$ cat src/rtl/note_pkg.sv
// note_pkg: shared types and constants for the note player.
//   state_t      - FSM states (IDLE, PLAY, GAP)
//   NOTE_REST    - note code meaning silence
//   PITCH_HALF   - square-wave half-periods in clk cycles at 100 kHz, codes 1..12 (C..B, octave 4)
//   pitch_half() - table lookup returning 0 for any rest code (0, 13..15)
package note_pkg;

    typedef enum logic [1:0] {
        IDLE = 2'd0,
        PLAY = 2'd1,
        GAP  = 2'd2
    } state_t;

    localparam logic [3:0] NOTE_REST = 4'd0;

    localparam logic [7:0] PITCH_HALF [12] = '{
        8'd191, 8'd180, 8'd170, 8'd161, 8'd152, 8'd143,
        8'd135, 8'd128, 8'd120, 8'd114, 8'd107, 8'd101
    };

    function automatic logic [7:0] pitch_half(input logic [3:0] code);
        if (code == NOTE_REST || code > 4'd12) begin
            return 8'd0;
        end
        return PITCH_HALF[code - 4'd1];
    endfunction

endpackage

$ cat src/rtl/ms_timer.sv
// ms_timer: loadable millisecond countdown shared by the PLAY and GAP phases.
//   clk, rst_n  - clock, synchronous active-low reset
//   load_i      - start a new countdown of ms_count_i milliseconds
//   tpm_i       - clk cycles per millisecond (must be non-zero); also used
//                 to reload the prescaler at each millisecond boundary
//   ms_count_i  - number of milliseconds to count
//   done_o      - high while the final millisecond is in progress
//   tick_o      - one-cycle pulse on the last cycle of each millisecond
// The countdown is idle once the ms counter reaches zero; the last cycle of
// the whole interval is tick_o & done_o.
module ms_timer #(
    parameter int DUR_W = 10
) (
    input  logic             clk,
    input  logic             rst_n,
    input  logic             load_i,
    input  logic [15:0]      tpm_i,
    input  logic [DUR_W-1:0] ms_count_i,
    output logic             done_o,
    output logic             tick_o
);

    logic [15:0]      pre_q, pre_d;
    logic [DUR_W-1:0] ms_q,  ms_d;

    assign tick_o = (ms_q != '0) && (pre_q == 16'd0);
    assign done_o = (ms_q == DUR_W'(1));

    always_comb begin
        pre_d = pre_q;
        ms_d  = ms_q;
        if (load_i) begin
            pre_d = tpm_i - 16'd1;
            ms_d  = ms_count_i;
        end else if (tick_o) begin
            pre_d = tpm_i - 16'd1;
            ms_d  = ms_q - DUR_W'(1);
        end else if (ms_q != '0) begin
            pre_d = pre_q - 16'd1;
        end
    end

    always_ff @(posedge clk) begin
        if (!rst_n) begin
            pre_q <= 16'd0;
            ms_q  <= '0;
        end else begin
            pre_q <= pre_d;
            ms_q  <= ms_d;
        end
    end

endmodule

$ cat src/rtl/note_player.sv
// note_player: plays one requested note as a square wave on the speaker pin,
// followed by a silent articulation gap, then accepts the next request.
//   clk, rst_n       - clock (100 kHz nominal), synchronous active-low reset
//   ticks_per_milli  - clk cycles per ms, sampled at acceptance (0 acts as 1)
//   note_valid/ready - request handshake; ready is registered
//   note_code        - 0 or 13..15 rest, 1..12 = C..B
//   note_octave      - octave shift above octave 4
//   note_dur_ms      - note length in ms (0 skips straight to the gap)
//   sound            - square-wave speaker drive
//   busy             - high while playing or in the gap
//   led              - {busy, sound, octave, code} of the current note, 0 when idle
module note_player
    import note_pkg::*;
#(
    parameter int GAP_MS = 10,
    parameter int DUR_W  = 10
) (
    input  logic             clk,
    input  logic             rst_n,
    input  logic [15:0]      ticks_per_milli,
    input  logic             note_valid,
    output logic             note_ready,
    input  logic [3:0]       note_code,
    input  logic [1:0]       note_octave,
    input  logic [DUR_W-1:0] note_dur_ms,
    output logic             sound,
    output logic             busy,
    output logic [7:0]       led
);

    localparam logic [DUR_W-1:0] GAP_LEN = DUR_W'(GAP_MS);
    localparam bit               HAS_GAP = (GAP_MS != 0);

    state_t           state_q, state_d;
    logic             ready_q;
    logic             accept;
    logic [15:0]      tpm_in, tpm_q, tpm_sel;
    logic [7:0]       half_in, half_q;
    logic [7:0]       tone_cnt_q, tone_cnt_d;
    logic             sound_q, sound_d;
    logic [3:0]       code_q;
    logic [1:0]       oct_q;
    logic             load_play, load_gap, ms_load;
    logic [DUR_W-1:0] ms_count;
    logic             ms_done, ms_tick, ms_end;

    assign accept  = note_valid && ready_q;
    assign tpm_in  = (ticks_per_milli == 16'd0) ? 16'd1 : ticks_per_milli;
    // At acceptance the latched rate is not yet valid, so feed the live one.
    assign tpm_sel = accept ? tpm_in : tpm_q;
    assign half_in = pitch_half(note_code) >> note_octave;

    // Last cycle of the interval currently being timed.
    assign ms_end    = ms_tick && ms_done;
    assign load_play = accept && (note_dur_ms != '0);
    assign load_gap  = HAS_GAP && ((accept && (note_dur_ms == '0)) ||
                                   ((state_q == PLAY) && ms_end));
    assign ms_load   = load_play || load_gap;
    assign ms_count  = load_play ? note_dur_ms : GAP_LEN;

    ms_timer #(
        .DUR_W(DUR_W)
    ) u_ms_timer (
        .clk       (clk),
        .rst_n     (rst_n),
        .load_i    (ms_load),
        .tpm_i     (tpm_sel),
        .ms_count_i(ms_count),
        .done_o    (ms_done),
        .tick_o    (ms_tick)
    );

    // State register; ready is high in every IDLE cycle after reset.
    always_ff @(posedge clk) begin
        if (!rst_n) begin
            state_q <= IDLE;
            ready_q <= 1'b0;
        end else begin
            state_q <= state_d;
            ready_q <= (state_d == IDLE);
        end
    end

    always_comb begin
        state_d = state_q;
        case (state_q)
            IDLE: begin
                if (accept) begin
                    if (note_dur_ms != '0) begin
                        state_d = PLAY;
                    end else if (HAS_GAP) begin
                        state_d = GAP;
                    end
                end
            end
            PLAY:    if (ms_end) state_d = HAS_GAP ? GAP : IDLE;
            GAP:     if (ms_end) state_d = IDLE;
            default: state_d = IDLE;
        endcase
    end

    always_comb begin
        busy       = (state_q != IDLE);
        sound      = sound_q;
        note_ready = ready_q;
        led        = (state_q != IDLE) ? {1'b1, sound_q, oct_q, code_q} : 8'd0;
    end

    // Tone divider: sound starts low and flips after every `half` PLAY cycles.
    // A half-period of 0 marks a rest, so the divider never toggles.
    always_comb begin
        sound_d    = sound_q;
        tone_cnt_d = tone_cnt_q;
        if (accept) begin
            sound_d    = 1'b0;
            tone_cnt_d = (half_in == 8'd0) ? 8'd0 : half_in - 8'd1;
        end else if (state_q == PLAY) begin
            if (ms_end) begin
                sound_d = 1'b0;
            end else if (half_q != 8'd0) begin
                if (tone_cnt_q == 8'd0) begin
                    sound_d    = ~sound_q;
                    tone_cnt_d = half_q - 8'd1;
                end else begin
                    tone_cnt_d = tone_cnt_q - 8'd1;
                end
            end
        end else begin
            sound_d = 1'b0;
        end
    end

    always_ff @(posedge clk) begin
        if (!rst_n) begin
            sound_q    <= 1'b0;
            tone_cnt_q <= 8'd0;
        end else begin
            sound_q    <= sound_d;
            tone_cnt_q <= tone_cnt_d;
        end
    end

    // Note parameters are only observed outside IDLE, so they need no reset.
    always_ff @(posedge clk) begin
        if (accept) begin
            code_q <= note_code;
            oct_q  <= note_octave;
            half_q <= half_in;
            tpm_q  <= tpm_in;
        end
    end

endmodule

$ cat config.mk
export PLATFORM = sky130hd
export DESIGN_NAME = note_player
export DESIGN_NICKNAME = d
export VERILOG_FILES = /design/src/rtl/note_pkg.sv /design/src/rtl/ms_timer.sv /design/src/rtl/note_player.sv
export SDC_FILE = /design/constraint.sdc
export NUM_CORES = 1
export LEC_CHECK = 0
export CAP_MARGIN = 0
export CELL_PAD_IN_SITES_DETAIL_PLACEMENT = 0
export CELL_PAD_IN_SITES_GLOBAL_PLACEMENT = 1
export CORE_MARGIN = 2
export CORE_UTILIZATION = 46
export CTS_CLUSTER_SIZE = 25
export DETAILED_ROUTE_END_ITERATION = 8
export GPL_ROUTABILITY_DRIVEN = 0
export PLACE_DENSITY = 0.86
export REMOVE_ABC_BUFFERS = 1
export SYNTH_ARGS = -nofsm -noshare
export SYNTH_HDL_FRONTEND = slang
export SYNTH_SLANG_ARGS = --single-unit
$ cat constraint.sdc
create_clock -name clk -period 6.8 [get_ports clk]
set_clock_uncertainty 0.1 [all_clocks]
set_input_delay 0.68 -clock clk [delete_from_list [all_inputs] [get_ports clk]]
set_output_delay 0.68 -clock clk [all_outputs]
set_load 0.03 [all_outputs]
==> impl_metrics.env <==
export IMPL_synth_top_area_cell="dfxtp_1"
export IMPL_yosysWarningCount=0
export IMPL_syn_area_per_cell_um2=7.860
export IMPL_die_h_um=104.9
export IMPL_route_detailed_drc=0
export IMPL_cts_hold_buf=0
export IMPL_core_area_mm2=0.009819
export IMPL_grt_overflow_total=0
export IMPL_drv_cap=0
export IMPL_io_pins=46
export IMPL_p_per_area_mw_per_mm2=363.8
export IMPL_fillers=948
export IMPL_crit_path_start_kind="input port"
export IMPL_fmax_mhz=224.3
export IMPL_hold_depth=2
export IMPL_ctsHtreeMaxLevel=3
export IMPL_dp_hpwl_um=8691
export IMPL_setup_viol=0
export IMPL_rrSetupSlack_ns=3.41
export IMPL_worstMarginPinSlew_ns=1.050
export IMPL_wl_per_cell_um=16.13
export IMPL_portBuffers=45
export IMPL_cp_max_fo=22
export IMPL_ys_seq_area_share_pct=32.05
export IMPL_postCtsResizedCells=0
export IMPL_fin_nets=667
export IMPL_min_period_ns=4.459
export IMPL_irDropWorstVdd_mv=0.1517
export IMPL_synth_seq_cells=68
export IMPL_worstPathArrival_ns=4.66
export IMPL_dr_pass1_iters=4
export IMPL_first_iter_violations=243
export IMPL_root_buffer="clkbuf_8"
export IMPL_synth_top_cell_area_share_pct=23.08
export IMPL_fin_hold_ws_ns=0.3692
export IMPL_finalMaxSlewViolations=0
export IMPL_pre_cts_ws_ns=2.042
export IMPL_ys_top_cells_by_area="dfxtp_1 23%, edfxtp_1 9.0%, nand2_1 5.3%, a21oi_1 4.5%, nor2_1 4.2%"
export IMPL_layout_commonest_cell="nand2_1"
export IMPL_hold_start="u_ms_timer.pre_q[10]"
export IMPL_crit_type="input port to flip-flop"
export IMPL_initial_core_util_pct=47.71
export IMPL_drive_gt1_share_pct=6.720
export IMPL_syn_area_mm2=0.004684
export IMPL_vias_per_cell=5.979
export IMPL_status="completed"
export IMPL_clockBufferDepth=2
export IMPL_n_antenna_cell=0
export IMPL_fin_ws_ns=2.341
export IMPL_syn_to_final_growth_pct=14.96
export IMPL_die_w_um=104.9
export IMPL_final_cell_mix="66 x nand2_1, 54 x dfxtp_1, 52 x nor2_1"
export IMPL_syn_inst=596
export IMPL_finalSetupTns_ns=0
export IMPL_ys_async_sr_fraction_pct=0
export IMPL_min_to="u_ms_timer.pre_q[10]"
export IMPL_rr_startpoint="u_ms_timer.pre_q[8]"
export IMPL_die_area_mm2=0.01101
export IMPL_clkTransAtPathRegs_ns=0.08
export IMPL_rows=36
export IMPL_crit_required_ns=7.00
export IMPL_synth_edf_count=14
export IMPL_rr_endpoint="u_ms_timer.pre_q[13]"
export IMPL_end_kind="flip-flop"
export IMPL_grt_max_degree=43
export IMPL_fin_crit_sh_pct=65.57
export IMPL_grt_antenna_before_repair=0
export IMPL_rsz0062_at_grt="false"
export IMPL_dr_total_vias=4532
export IMPL_clk_latency_ns=0.36
export IMPL_grt_pass1_vias=4180
export IMPL_post_cts_repair_setup_buffers=0
export IMPL_grt_pass1_wl_um=20230
export IMPL_leakage_uw=0.002078
export IMPL_synth_main_ff_cell="dfxtp_1"
export IMPL_maxSlewHeadroom_pct=29.45
export IMPL_numCtsBuffers=9
export IMPL_placed_cell_area_mm2=0.005162
export IMPL_wirelength_um=12230
export IMPL_cts_sinks=68
export IMPL_grtUsageTotal_pct=22.52
export IMPL_ant_nets=0
export IMPL_yosys_cell_types_count=84
export IMPL_hold_path_class="flip-flop to flip-flop"
export IMPL_final_util_pct=54.84
export IMPL_stdcell_area_mm2=0.005385
export IMPL_ff2ff_path_depth=7
export IMPL_hold_viol_final=0
export IMPL_cts_tree="done"
## worst max-delay path, cell delays in order
cell and delay, ns:
clkdlybuf4s50_1 0.90, inv_1 0.20, ha_1 0.47, or4_1 0.60
o21ai_1 0.14, a22oi_1 0.14, a31o_2 0.28, a21bo_2 0.25
ha_1 0.20, nand3_1 0.10, nor3_2 0.07, or4_1 0.53
nand3_1 0.09
## stage by stage
step	power, µW	instances
2_1_floorplan	1327	560
3_5_place_dp	1570	742
4_1_cts	1959	758
5_1_grt	2120	758
3_3_place_gp	1552	742
6_report	1959	758
## cell families after synthesis
| family | share of synthesized area [%] |
|---|---|
| fa+ha+maj | 3.205 |
| simple gates | 26.12 |
| flops | 32.05 |
| mux | 3.258 |
| compound gates | 25.03 |
| xor+xnor | 4.487 |
| buf+inv | 5.849 |
## how the worst max path moves through the flow
stage	start	to	slack (ns)	cells after the start
after floorplan	note_valid	u_ms_timer.pre_q[12]	2.90	9
after global placement	note_code[0]	tone_cnt_q[5]	2.13	13
after detailed placement	note_code[0]	tone_cnt_q[5]	2.04	13
after CTS	note_code[0]	tone_cnt_q[5]	2.42	13
after global routing	note_code[0]	tone_cnt_q[5]	2.09	14
final	note_code[0]	tone_cnt_q[5]	2.34	13
## cell usage after synthesis (12+ instances only)
cell type  count
a21oi_1       42
clkbuf_1      22
dfxtp_1       54
edfxtp_1      14
ha_1          12
inv_1         27
mux2i_1       13
nand2_1       66
nand3_1       19
nor2_1        52
nor2b_1       12
nor3_1        23
nor4_1        15
o21ai_0       36
o21ai_1       12
xnor2_1       19
## layer usage
metal  part of all wire (%)  GRT usage [%]
met1                     44          28.40
met2                     49          38.59
met3                    4.2          3.556
met4                    2.4          8.476
met5                      0              0
## flip-flops by register name, summed over array words and instances, names as in the netlist
signal            count
half_q                8
code_q                4
state_q               2
note_ready            1
tpm_q                16
oct_q                 2
tone_cnt_q            8
sound                 1
u_ms_timer.pre_q     16
u_ms_timer.ms_q      10
## report_power, final
part / internal, µW / switching, µW / leakage [µW]
combinational: 383 / 591 / 0.00139
sequential: 517 / 84.2 / 0.000578
clock: 209 / 174 / 0.000110
total: 1110 / 850 / 0.00208
## final cells by class
cell class	instances	area [µm²]	share of cell area, %
timing repair buffer	49	480.5	8.922
inverter	28	105.1	1.952
tap	133	166.4	3.090
clock inverter	7	98.84	1.836
multi-input combinational	464	2909	54.02
sequential	68	1501	27.88
clock buffer	9	123.9	2.300
Power figures use the tool's default switching activity.
